[src/rtl/shifter_seq_ctrl_if.sv]
// Handshake and operand bundle between the issue stage and the shifter-operand sequencer.
interface shifter_seq_ctrl_if;
  logic        start;
  logic        flush;
  logic [31:0] instr;
  logic [31:0] rm_value;
  logic [7:0]  rs_value;
  logic        c_in;
  logic        busy;
  logic        done;
  logic [31:0] result;
  logic        carry_out;

  modport master (
    output start, flush, instr, rm_value, rs_value, c_in,
    input  busy, done, result, carry_out
  );

  modport slave (
    input  start, flush, instr, rm_value, rs_value, c_in,
    output busy, done, result, carry_out
  );
endinterface

[src/rtl/shifter_seq_ctrl.sv]
// Sequential shifter-operand / address-offset generator: decodes the instruction at start,
// then shifts one bit per cycle and presents result and carry with a one-cycle done pulse.
module shifter_seq_ctrl (
  input logic               clk,
  input logic               reset_n,
  shifter_seq_ctrl_if.slave bus
);

  typedef enum logic [1:0] {
    ST_IDLE  = 2'd0,
    ST_SHIFT = 2'd1,
    ST_DONE  = 2'd2
  } state_e;

  typedef enum logic [2:0] {
    OP_LSL = 3'd0,
    OP_LSR = 3'd1,
    OP_ASR = 3'd2,
    OP_ROR = 3'd3,
    OP_RRX = 3'd4
  } op_e;

  // One engine step; returns {shifted-out carry, new working word}.
  function automatic logic [32:0] shift_step(input logic [31:0] w, input op_e op,
                                             input logic rrx_in);
    logic [32:0] r;
    case (op)
      OP_LSL:  r = {w[31], w[30:0], 1'b0};
      OP_LSR:  r = {w[0], 1'b0, w[31:1]};
      OP_ASR:  r = {w[0], w[31], w[31:1]};
      OP_ROR:  r = {w[0], w[0], w[31:1]};
      OP_RRX:  r = {w[0], rrx_in, w[31:1]};
      default: r = {1'b0, w};
    endcase
    return r;
  endfunction

  state_e      state_r;
  op_e         op_r;
  logic [31:0] w_r;
  logic [5:0]  n_r;
  logic        cin_r;
  logic        busy_r;
  logic        done_r;
  logic [31:0] result_r;
  logic        carry_r;

  logic [31:0] dec_w_s;
  op_e         dec_op_s;
  logic [5:0]  dec_n_s;
  logic [31:0] dec_res_s;
  logic        dec_carry_s;
  logic [32:0] step_s;
  logic [2:0]  kind_s;
  logic [4:0]  imm_amt_s;
  logic [7:0]  rs_s;
  logic        unused_s;

  assign kind_s    = bus.instr[27:25];
  assign imm_amt_s = bus.instr[11:7];
  assign rs_s      = bus.rs_value;
  assign step_s    = shift_step(w_r, op_r, cin_r);
  assign unused_s  = ^{bus.instr[31:28], bus.instr[24:12]};

  // Instruction decode: initial working word, operation, step count, and the
  // result/carry used directly when no shifting is needed (N = 0).
  always_comb begin
    dec_w_s     = bus.rm_value;
    dec_op_s    = OP_LSL;
    dec_n_s     = 6'd0;
    dec_res_s   = 32'd0;
    dec_carry_s = bus.c_in;
    case (kind_s)
      3'b001: begin
        dec_w_s   = {24'd0, bus.instr[7:0]};
        dec_op_s  = OP_ROR;
        dec_n_s   = {1'b0, bus.instr[11:8], 1'b0};
        dec_res_s = {24'd0, bus.instr[7:0]};
      end
      3'b000, 3'b011: begin
        if (!bus.instr[4]) begin
          dec_res_s = bus.rm_value;
          if ((kind_s == 3'b011) && (bus.instr[11:4] == 8'd0)) begin
            dec_n_s = 6'd0;
          end else begin
            case (bus.instr[6:5])
              2'b00: begin
                dec_op_s = OP_LSL;
                dec_n_s  = {1'b0, imm_amt_s};
              end
              2'b01: begin
                dec_op_s = OP_LSR;
                dec_n_s  = (imm_amt_s == 5'd0) ? 6'd32 : {1'b0, imm_amt_s};
              end
              2'b10: begin
                dec_op_s = OP_ASR;
                dec_n_s  = (imm_amt_s == 5'd0) ? 6'd32 : {1'b0, imm_amt_s};
              end
              default: begin
                dec_op_s = (imm_amt_s == 5'd0) ? OP_RRX : OP_ROR;
                dec_n_s  = (imm_amt_s == 5'd0) ? 6'd1 : {1'b0, imm_amt_s};
              end
            endcase
          end
        end else if (kind_s == 3'b000) begin
          dec_res_s = bus.rm_value;
          if (rs_s == 8'd0) begin
            dec_n_s = 6'd0;
          end else begin
            case (bus.instr[6:5])
              2'b00: begin
                dec_op_s = OP_LSL;
                dec_n_s  = (rs_s > 8'd33) ? 6'd33 : rs_s[5:0];
              end
              2'b01: begin
                dec_op_s = OP_LSR;
                dec_n_s  = (rs_s > 8'd33) ? 6'd33 : rs_s[5:0];
              end
              2'b10: begin
                dec_op_s = OP_ASR;
                dec_n_s  = (rs_s > 8'd32) ? 6'd32 : rs_s[5:0];
              end
              default: begin
                dec_op_s = OP_ROR;
                dec_n_s  = {1'b0, rs_s[4:0]};
                if (rs_s[4:0] == 5'd0) begin
                  dec_carry_s = bus.rm_value[31];
                end else begin
                  dec_carry_s = bus.c_in;
                end
              end
            endcase
          end
        end else begin
          dec_res_s = 32'd0;
        end
      end
      3'b010: begin
        dec_res_s = {20'd0, bus.instr[11:0]};
      end
      default: begin
        dec_res_s = 32'd0;
      end
    endcase
  end

  // Sequencer FSM with registered handshake, result and carry outputs.
  always_ff @(posedge clk or negedge reset_n) begin
    if (!reset_n) begin
      state_r  <= ST_IDLE;
      op_r     <= OP_LSL;
      w_r      <= 32'd0;
      n_r      <= 6'd0;
      cin_r    <= 1'b0;
      busy_r   <= 1'b0;
      done_r   <= 1'b0;
      result_r <= 32'd0;
      carry_r  <= 1'b0;
    end else if (bus.flush) begin
      state_r <= ST_IDLE;
      busy_r  <= 1'b0;
      done_r  <= 1'b0;
    end else begin
      case (state_r)
        ST_IDLE: begin
          if (bus.start) begin
            w_r    <= dec_w_s;
            op_r   <= dec_op_s;
            n_r    <= dec_n_s;
            cin_r  <= bus.c_in;
            busy_r <= 1'b1;
            if (dec_n_s == 6'd0) begin
              state_r  <= ST_DONE;
              done_r   <= 1'b1;
              result_r <= dec_res_s;
              carry_r  <= dec_carry_s;
            end else begin
              state_r <= ST_SHIFT;
              done_r  <= 1'b0;
            end
          end else begin
            busy_r <= 1'b0;
            done_r <= 1'b0;
          end
        end
        ST_SHIFT: begin
          w_r <= step_s[31:0];
          n_r <= n_r - 6'd1;
          if (n_r == 6'd1) begin
            state_r  <= ST_DONE;
            done_r   <= 1'b1;
            result_r <= step_s[31:0];
            carry_r  <= step_s[32];
          end else begin
            state_r <= ST_SHIFT;
          end
        end
        ST_DONE: begin
          state_r <= ST_IDLE;
          busy_r  <= 1'b0;
          done_r  <= 1'b0;
        end
        default: begin
          state_r <= ST_IDLE;
          busy_r  <= 1'b0;
          done_r  <= 1'b0;
        end
      endcase
    end
  end

  assign bus.busy      = busy_r;
  assign bus.done      = done_r;
  assign bus.result    = result_r;
  assign bus.carry_out = carry_r;

endmodule

[src/flat_wrapper.sv]
// flat-port wrapper written by rule: the top's interface ports become plain ports
module shifter_seq_ctrl_flat 
  (clk, reset_n, bus_start, bus_flush, bus_instr, bus_rm_value, bus_rs_value, bus_c_in, bus_busy, bus_done, bus_result, bus_carry_out);
  shifter_seq_ctrl_if bus_i ();
  input logic clk;
  input logic reset_n;
  input wire logic [$bits(bus_i.start)-1:0] bus_start;
  input wire logic [$bits(bus_i.flush)-1:0] bus_flush;
  input wire logic [$bits(bus_i.instr)-1:0] bus_instr;
  input wire logic [$bits(bus_i.rm_value)-1:0] bus_rm_value;
  input wire logic [$bits(bus_i.rs_value)-1:0] bus_rs_value;
  input wire logic [$bits(bus_i.c_in)-1:0] bus_c_in;
  output wire logic [$bits(bus_i.busy)-1:0] bus_busy;
  output wire logic [$bits(bus_i.done)-1:0] bus_done;
  output wire logic [$bits(bus_i.result)-1:0] bus_result;
  output wire logic [$bits(bus_i.carry_out)-1:0] bus_carry_out;
  assign bus_i.start = bus_start;
  assign bus_i.flush = bus_flush;
  assign bus_i.instr = bus_instr;
  assign bus_i.rm_value = bus_rm_value;
  assign bus_i.rs_value = bus_rs_value;
  assign bus_i.c_in = bus_c_in;
  assign bus_busy = bus_i.busy;
  assign bus_done = bus_i.done;
  assign bus_result = bus_i.result;
  assign bus_carry_out = bus_i.carry_out;
  shifter_seq_ctrl u_core (.clk(clk), .reset_n(reset_n), .bus(bus_i));
endmodule
[config.mk]
export PLATFORM = sky130hd
export DESIGN_NAME = shifter_seq_ctrl_flat
export DESIGN_NICKNAME = d
export VERILOG_FILES = /design/src/rtl/shifter_seq_ctrl_if.sv /design/src/rtl/shifter_seq_ctrl.sv /design/src/flat_wrapper.sv
export SDC_FILE = /design/constraint.sdc
export NUM_CORES = 1
export LEC_CHECK = 0
export CAP_MARGIN = 20
export CORE_MARGIN = 3
export CORE_UTILIZATION = 56
export DETAILED_ROUTE_END_ITERATION = 8
export PLACE_DENSITY = 0.87
export SYNTH_ARGS = -nofsm -noshare
export SYNTH_HDL_FRONTEND = slang
export SYNTH_SLANG_ARGS = --single-unit
[constraint.sdc]
create_clock -name clk -period 5.2 [get_ports clk]
set_input_delay 1.56 -clock clk [delete_from_list [all_inputs] [get_ports clk]]
set_output_delay 1.56 -clock clk [all_outputs]
set_load 0.05 [all_outputs]
Word level (Yosys, flattened, before mapping)
Index checks and enable logic that the tools add are counted.
{ "op_classes": {"div_mod_pow": 0, "n_addsub": 1, "mux": 55, "n_eq_ne": 17, "bitwise": 1, "reduce_logical": 18, "n_shift": 0, "multipliers": 0, "magnitude_cmp": 2} }
{ "op_table": {"columns": ["op", "count"], "rows": [
  ["$mux 32", 7],
  ["$pmux 33 s5", 1],
  ["$pmux 32 s2", 2],
  ["$pmux 32 s3", 1],
  ["$mux 6", 8],
  ["$pmux 6 s2", 4],
  ["$gt 8x6->1 const B", 2],
  ["$logic_not 8->1", 2],
  ["$mux 1", 15],
  ["$mux 3", 5],
  ["$eq 3x2->1 const B", 4],
  ["$logic_not 5->1", 2],
  ["$pmux 3 s3", 1],
  ["$mux 2", 4],
  ["$eq 3x1->1 const B", 2],
  ["$eq 6x1->1 const B", 1],
  ["$logic_not 3->1", 2],
  ["$logic_not 6->1", 1],
  ["$pmux 1 s2", 3],
  ["$pmux 2 s3", 1],
  ["$pmux 3 s2", 1],
  ["$reduce_and 3->1", 2],
  ["$reduce_or 2->1", 3],
  ["$sub 6x1->6 const B", 1],
  ["15 further kinds", 19]
]} }
{ "word_totals": {"memories": 0, "in_bits": 77, "register_bits": 79, "rom_bits": 0, "mem_bits_rw": 0, "latchBits": 0} }

Longest topological paths before layout
{ "logic_depth": {"depth_word": 12, "depth_mapped": 11} }

Least setup slack after synthesis
OpenSTA, ideal clock, no wires.
{ "synth_timing": {"path_type": "in2reg", "startpoint": "input bus_instr[5]", "endpoint": "register u_core.carry_r (netlist: u_core.bus.carry_out)", "path_slack_ns": 1.281, "n_path_buf": 2, "setup_ns": 0.125, "stages": 10, "t_arrival_ns": 3.793, "cell_sequence": "ha_1 -> clkbuf_1 -> or3_1 -> a31o_2 -> a211o_1 -> a221oi_2 -> and4b_4 -> o21ai_4 -> buf_6 -> mux2_4"} }
{ "synth_via": {"elab_chain_cells": 10, "word_cells_on_any_way": 26, "classes_between": "3 x eq/ne; 15 x mux; 8 x reduce/logical"} }
{ "synth_rtl": {"columns": ["element", "line_no", "source"], "rows": [
  ["start: declaration", "flat_wrapper.sv:9", "input wire logic [$bits(bus_i.instr)-1:0] bus_instr;"],
  ["$eq 2x1->1, or another cell as far along", "shifter_seq_ctrl.sv:86, shifter_seq_ctrl.sv:110", null],
  ["$reduce_or 2->1 (no line) / $reduce_or 3->1 (equally long branches)", null, null],
  ["$pmux 6 s2 / $mux 1 (equally long branches)", "shifter_seq_ctrl.sv:110", "case (bus.instr[6:5])"],
  ["$mux 6 / $mux 1 (equally long branches)", "shifter_seq_ctrl.sv:107", "if (rs_s == 8'd0) begin"],
  ["$mux 6 / $mux 1 (equally long branches)", "shifter_seq_ctrl.sv:105", "end else if (kind_s == 3'b000) begin"],
  ["$mux 6 / $mux 1 (equally long branches)", "shifter_seq_ctrl.sv:81", "if (!bus.instr[4]) begin"],
  ["$pmux 6 s2 / $mux 1 (equally long branches)", "shifter_seq_ctrl.sv:73", "case (kind_s)"],
  ["$logic_not 6->1 / $mux 1 (equally long branches)", "shifter_seq_ctrl.sv:172", "if (dec_n_s == 6'd0) begin"],
  ["$ne 2x1->1 (no line) / $mux 1 (equally long branches)", null, null],
  ["$reduce_and 5->1 (no line) / $pmux 1 s2 (equally long branches)", null, null],
  ["end signal: assignment", "shifter_seq_ctrl.sv:176", "carry_r <= dec_carry_s;"],
  ["end signal: assignment", "shifter_seq_ctrl.sv:193", "carry_r <= step_s[32];"],
  ["end: declaration", "shifter_seq_ctrl.sv:46", "logic carry_r;"]
]} }
Several ways; a longest one is shown, not always the timed one. The select of a mux whose other input is x is not followed.
A chain may end at the register's enable or synchronous reset.

Worst setup path in the final report
{ "layout_timing": {"startpoint": "input bus_rs_value[1]", "endpoint": "register u_core.result_r[24] (netlist: u_core.bus.result[24])"} }
{ "layout_via": {"elab_chain_cells": 10, "word_cells_on_any_way": 13, "classes_between": "2 x order compare; 1 x eq/ne; 7 x mux; 3 x reduce/logical"} }
{ "layout_rtl": {"columns": ["element", "line_no", "source"], "rows": [
  ["start: declaration", "flat_wrapper.sv:11", "input wire logic [$bits(bus_i.rs_value)-1:0] bus_rs_value;"],
  ["$gt 8x6->1 (on tied branches)", "shifter_seq_ctrl.sv:121, shifter_seq_ctrl.sv:113, shifter_seq_ctrl.sv:117", null],
  ["$mux 6 (on tied branches)", "shifter_seq_ctrl.sv:121, shifter_seq_ctrl.sv:113, shifter_seq_ctrl.sv:117", null],
  ["$pmux 6 s2", "shifter_seq_ctrl.sv:110", null],
  ["$mux 6 (*)", "shifter_seq_ctrl.sv:107", null],
  ["$mux 6 (*)", "shifter_seq_ctrl.sv:105", null],
  ["$mux 6 (*)", "shifter_seq_ctrl.sv:81", null],
  ["$pmux 6 s2 (*)", "shifter_seq_ctrl.sv:73", null],
  ["$logic_not 6->1 (*)", "shifter_seq_ctrl.sv:172", null],
  ["$ne 2x1->1 (no line) (*)", null, null],
  ["$reduce_and 5->1 (no line) (*)", null, null],
  ["end signal: assignment", "shifter_seq_ctrl.sv:175", "result_r <= dec_res_s;"],
  ["end signal: assignment", "shifter_seq_ctrl.sv:192", "result_r <= step_s[31:0];"],
  ["end: declaration", "shifter_seq_ctrl.sv:45", "logic [31:0] result_r;"]
]} }
Mark *: on every way between the ends. The rest lies on a longest branch, timed or not.

==> impl_metrics.env <==
export IMPL_synth_top_area_share_pct=37.35
export IMPL_port_buffers=94
export IMPL_fin_ws_ns=0.3153
export IMPL_fin_crit_ns=4.885
export IMPL_drive_gt1_share_pct=8.880
export IMPL_drv_cap=0
export IMPL_status="finished clean"
export IMPL_r2r_start="u_core.op_r[2]"
export IMPL_powerDensity_mw_per_mm2=432.1
export IMPL_criticalPathCategory="input port to flip-flop"
export IMPL_insertion_delay_ns=0.36
export IMPL_synth_nets=736
export IMPL_r2r_worst_path_cells=5
export IMPL_post_drt_wl_per_cell_um=17.37
export IMPL_core_area_mm2=0.008934
export IMPL_fillers=695
export IMPL_fp_dieW_um=103.2
export IMPL_synthFlopType="dfrtp_1"
export IMPL_vdd_drop_max_v=0.0002907
export IMPL_cts_max_level=3
export IMPL_synth_avg_cell_area_um2=8.117
export IMPL_multi_input_area_mm2=0.003008
export IMPL_slew_headroom_pct=31.11
export IMPL_min_from="u_core.bus.result[10]"
export IMPL_rsz0062_at_grt="no"
export IMPL_cts_hold_buf=0
export IMPL_hold_viol_final=0
export IMPL_initial_utilization_pct=59.24
export IMPL_ys_types=56
export IMPL_cts_root_buf="clkbuf_8"
export IMPL_hold_path_end="u_core.bus.result[10]"
export IMPL_synthTopCellsByArea="dfrtp_1, nand2_1, mux2i_1"
export IMPL_antenna_cells=0
export IMPL_yosysWarnings=0
export IMPL_min_path_cells=1
export IMPL_fp_row_count=34
export IMPL_crit_required_ns=5.46
export IMPL_synth_most_common_cell="nand2_1"
export IMPL_cts_buffer_depth=2
export IMPL_tns_ns=0
export IMPL_die_h_um=103.2
export IMPL_io_pin_count=112
export IMPL_antenna_found_initial=0
export IMPL_clkSinkCount=79
export IMPL_dp_hpwl_mm=10.43
export IMPL_timing_hold_ws_ns=0.5115
export IMPL_dieArea_mm2=0.01065
export IMPL_drt_drc_violations_left=0
export IMPL_design_area_mm2=0.006507
export IMPL_async_flop_share_pct=100.0
export IMPL_worstMarginPinSlew_ns=1.033
export IMPL_arrival_ns=5.14
export IMPL_synth_edf_count=0
export IMPL_synth_commonest_cells="nand2_1, dfrtp_1, o21ai_0"
export IMPL_grt_start_max_net_pins=80
export IMPL_grt_total_usage_pct=27.25
export IMPL_regArea_mm2=0.001977
export IMPL_drt_iter0_drc=516
export IMPL_hold_path_class="flip-flop to flip-flop"
export IMPL_total_power_uw=2812
export IMPL_yosysSeqAreaShare_pct=37.35
export IMPL_rr_endpoint="u_core.bus.result[0]"
export IMPL_gr_total_overflow=0
export IMPL_cp_end_kind="flip-flop"
export IMPL_grt_pass1_wl_mm=23.09
export IMPL_fin_skew_ns=0.01382
export IMPL_synthCells=652
export IMPL_routabilityCongestion=0.9281
export IMPL_regToRegSetupSlack_ns=2.17
export IMPL_place_ws_ns=-0.06439
export IMPL_period_share_pct=93.94
export IMPL_p_leak_uw=0.002915
export IMPL_cp_start_kind="input port"
export IMPL_cts_clk_slew_worst_paths_ns=0.08
export IMPL_fmax_mhz=204.7
export IMPL_cts_setup_buffers=0
export IMPL_setup_viol=0
export IMPL_place_area_mm2=0.006321
export IMPL_dr_pass1_iters=6
export IMPL_final_nets=812
export IMPL_ctsResizeCount=0
export IMPL_postRouteAntennaNets=0
export IMPL_synthesis_area_mm2=0.005293
export IMPL_syn2layout_area_growth_pct=22.96
export IMPL_cp_max_fo=21
export IMPL_via_per_inst=6.240
export IMPL_tritoncts="yes"
export IMPL_totalWireLength_mm=14.59
export IMPL_yosys_area_top_type="dfrtp_1"
export IMPL_cts_made_buffers=9
export IMPL_vias=5242
export IMPL_synth_seq_cells=79
export IMPL_grt_pass1_vias=4864
export IMPL_slew_viol_final=0
worst max-delay path by stage:
| stage | startpoint | slack [ns] | end |
|---|---|---|---|
| 2_1_floorplan | bus_instr[5] | 1.28 | u_core.bus.carry_out |
| 3_3_place_gp | bus_rs_value[1] | 0.19 | u_core.bus.result[24] |
| 3_5_place_dp | bus_rs_value[1] | -0.06 | u_core.bus.result[24] |
| 4_1_cts | bus_rs_value[1] | 0.30 | u_core.bus.result[24] |
| 5_1_grt | bus_rs_value[1] | 0.09 | u_core.bus.result[24] |
| 6_report | bus_rs_value[1] | 0.32 | u_core.bus.result[24] |
cell families (layout without fill, tap and decap cells):
| group | after synthesis | after routing | synth area share, % |
|---|---|---|---|
| buffers and inverters | 81 | 161 | 6.075 |
| adders and majority gates | 7 | 7 | 1.655 |
| xor gates and xnor gates | 2 | 2 | 0.3310 |
| muxes | 53 | 53 | 11.21 |
| DFF | 79 | 79 | 37.35 |
| and+or+nand+nor | 237 | 237 | 20.43 |
| AOI/OAI and AO/OA | 193 | 193 | 22.96 |
cells in the final DEF (no fill, tap or decap), types with 4 or more instances in the layout:
cell type        synthesis  layout
a21oi_1                 60      60
a221o_1                  4       4
a22o_1                   4       4
a311oi_1                24      24
and3_1                  25      25
buf_4                    2      19
clkbuf_8                 0       9
clkdlybuf4s50_1          0      93
dfrtp_1                 79      79
ha_1                     7       7
inv_1                   34      34
mux2_2                  10      10
mux2_4                  10      10
mux2i_1                 33      33
nand2_1                120     120
nand3_1                  5       5
nor2_1                  46      45
nor3_1                  10      10
o211ai_1                 7       7
o21ai_0                 64      63
o31ai_1                  4       4
or3_1                    9       9
power by group:
part	internal, µW	switching (µW)
Sequential	823	171
Clock	220	227
Combinational	511	860
critical path: stages:
cell             delay [ns]
clkdlybuf4s50_1        0.44
or4_4                  0.58
nor4bb_1               0.29
o21ai_0                0.16
nor2_1                 0.19
a2bb2oi_1              0.27
and4b_4                0.26
o21ai_4                0.70
buf_4                  0.41
mux2i_1                0.28
layer usage:
metal | routed length [µm] | global-route usage [%] | share of wire (%)
met5 | 0 | 0 | 0
met1 | 6222 | 36.62 | 43
met4 | 272 | 9.462 | 1.9
met3 | 1072 | 5.231 | 7.3
met2 | 7027 | 44.20 | 48
flip-flops by register name, summed over array words and instances, names as in the netlist:
register,count
u_core.state_r,2
u_core.cin_r,1
u_core.w_r,32
u_core.bus.busy,1
u_core.n_r,6
u_core.bus.done,1
u_core.op_r,3
u_core.bus.result,32
u_core.bus.carry_out,1
metrics by stage:
stage / cells / util (%)
after floorplan: 652 / -
after global placement: 825 / 70.76
after detailed placement: 825 / 70.76
after CTS: 840 / 72.84
after global routing: 840 / 72.84
final: 840 / 72.84
final cells by class:
cell class,count,area share (%)
timing repair buffer,112,16.50
clock buffer,10,1.961
sequential,79,30.38
tap,108,2.077
clock inverter,5,0.9037
inverter,34,1.961
multi-input combinational,492,46.22
(Power assumes the default switching activity.)
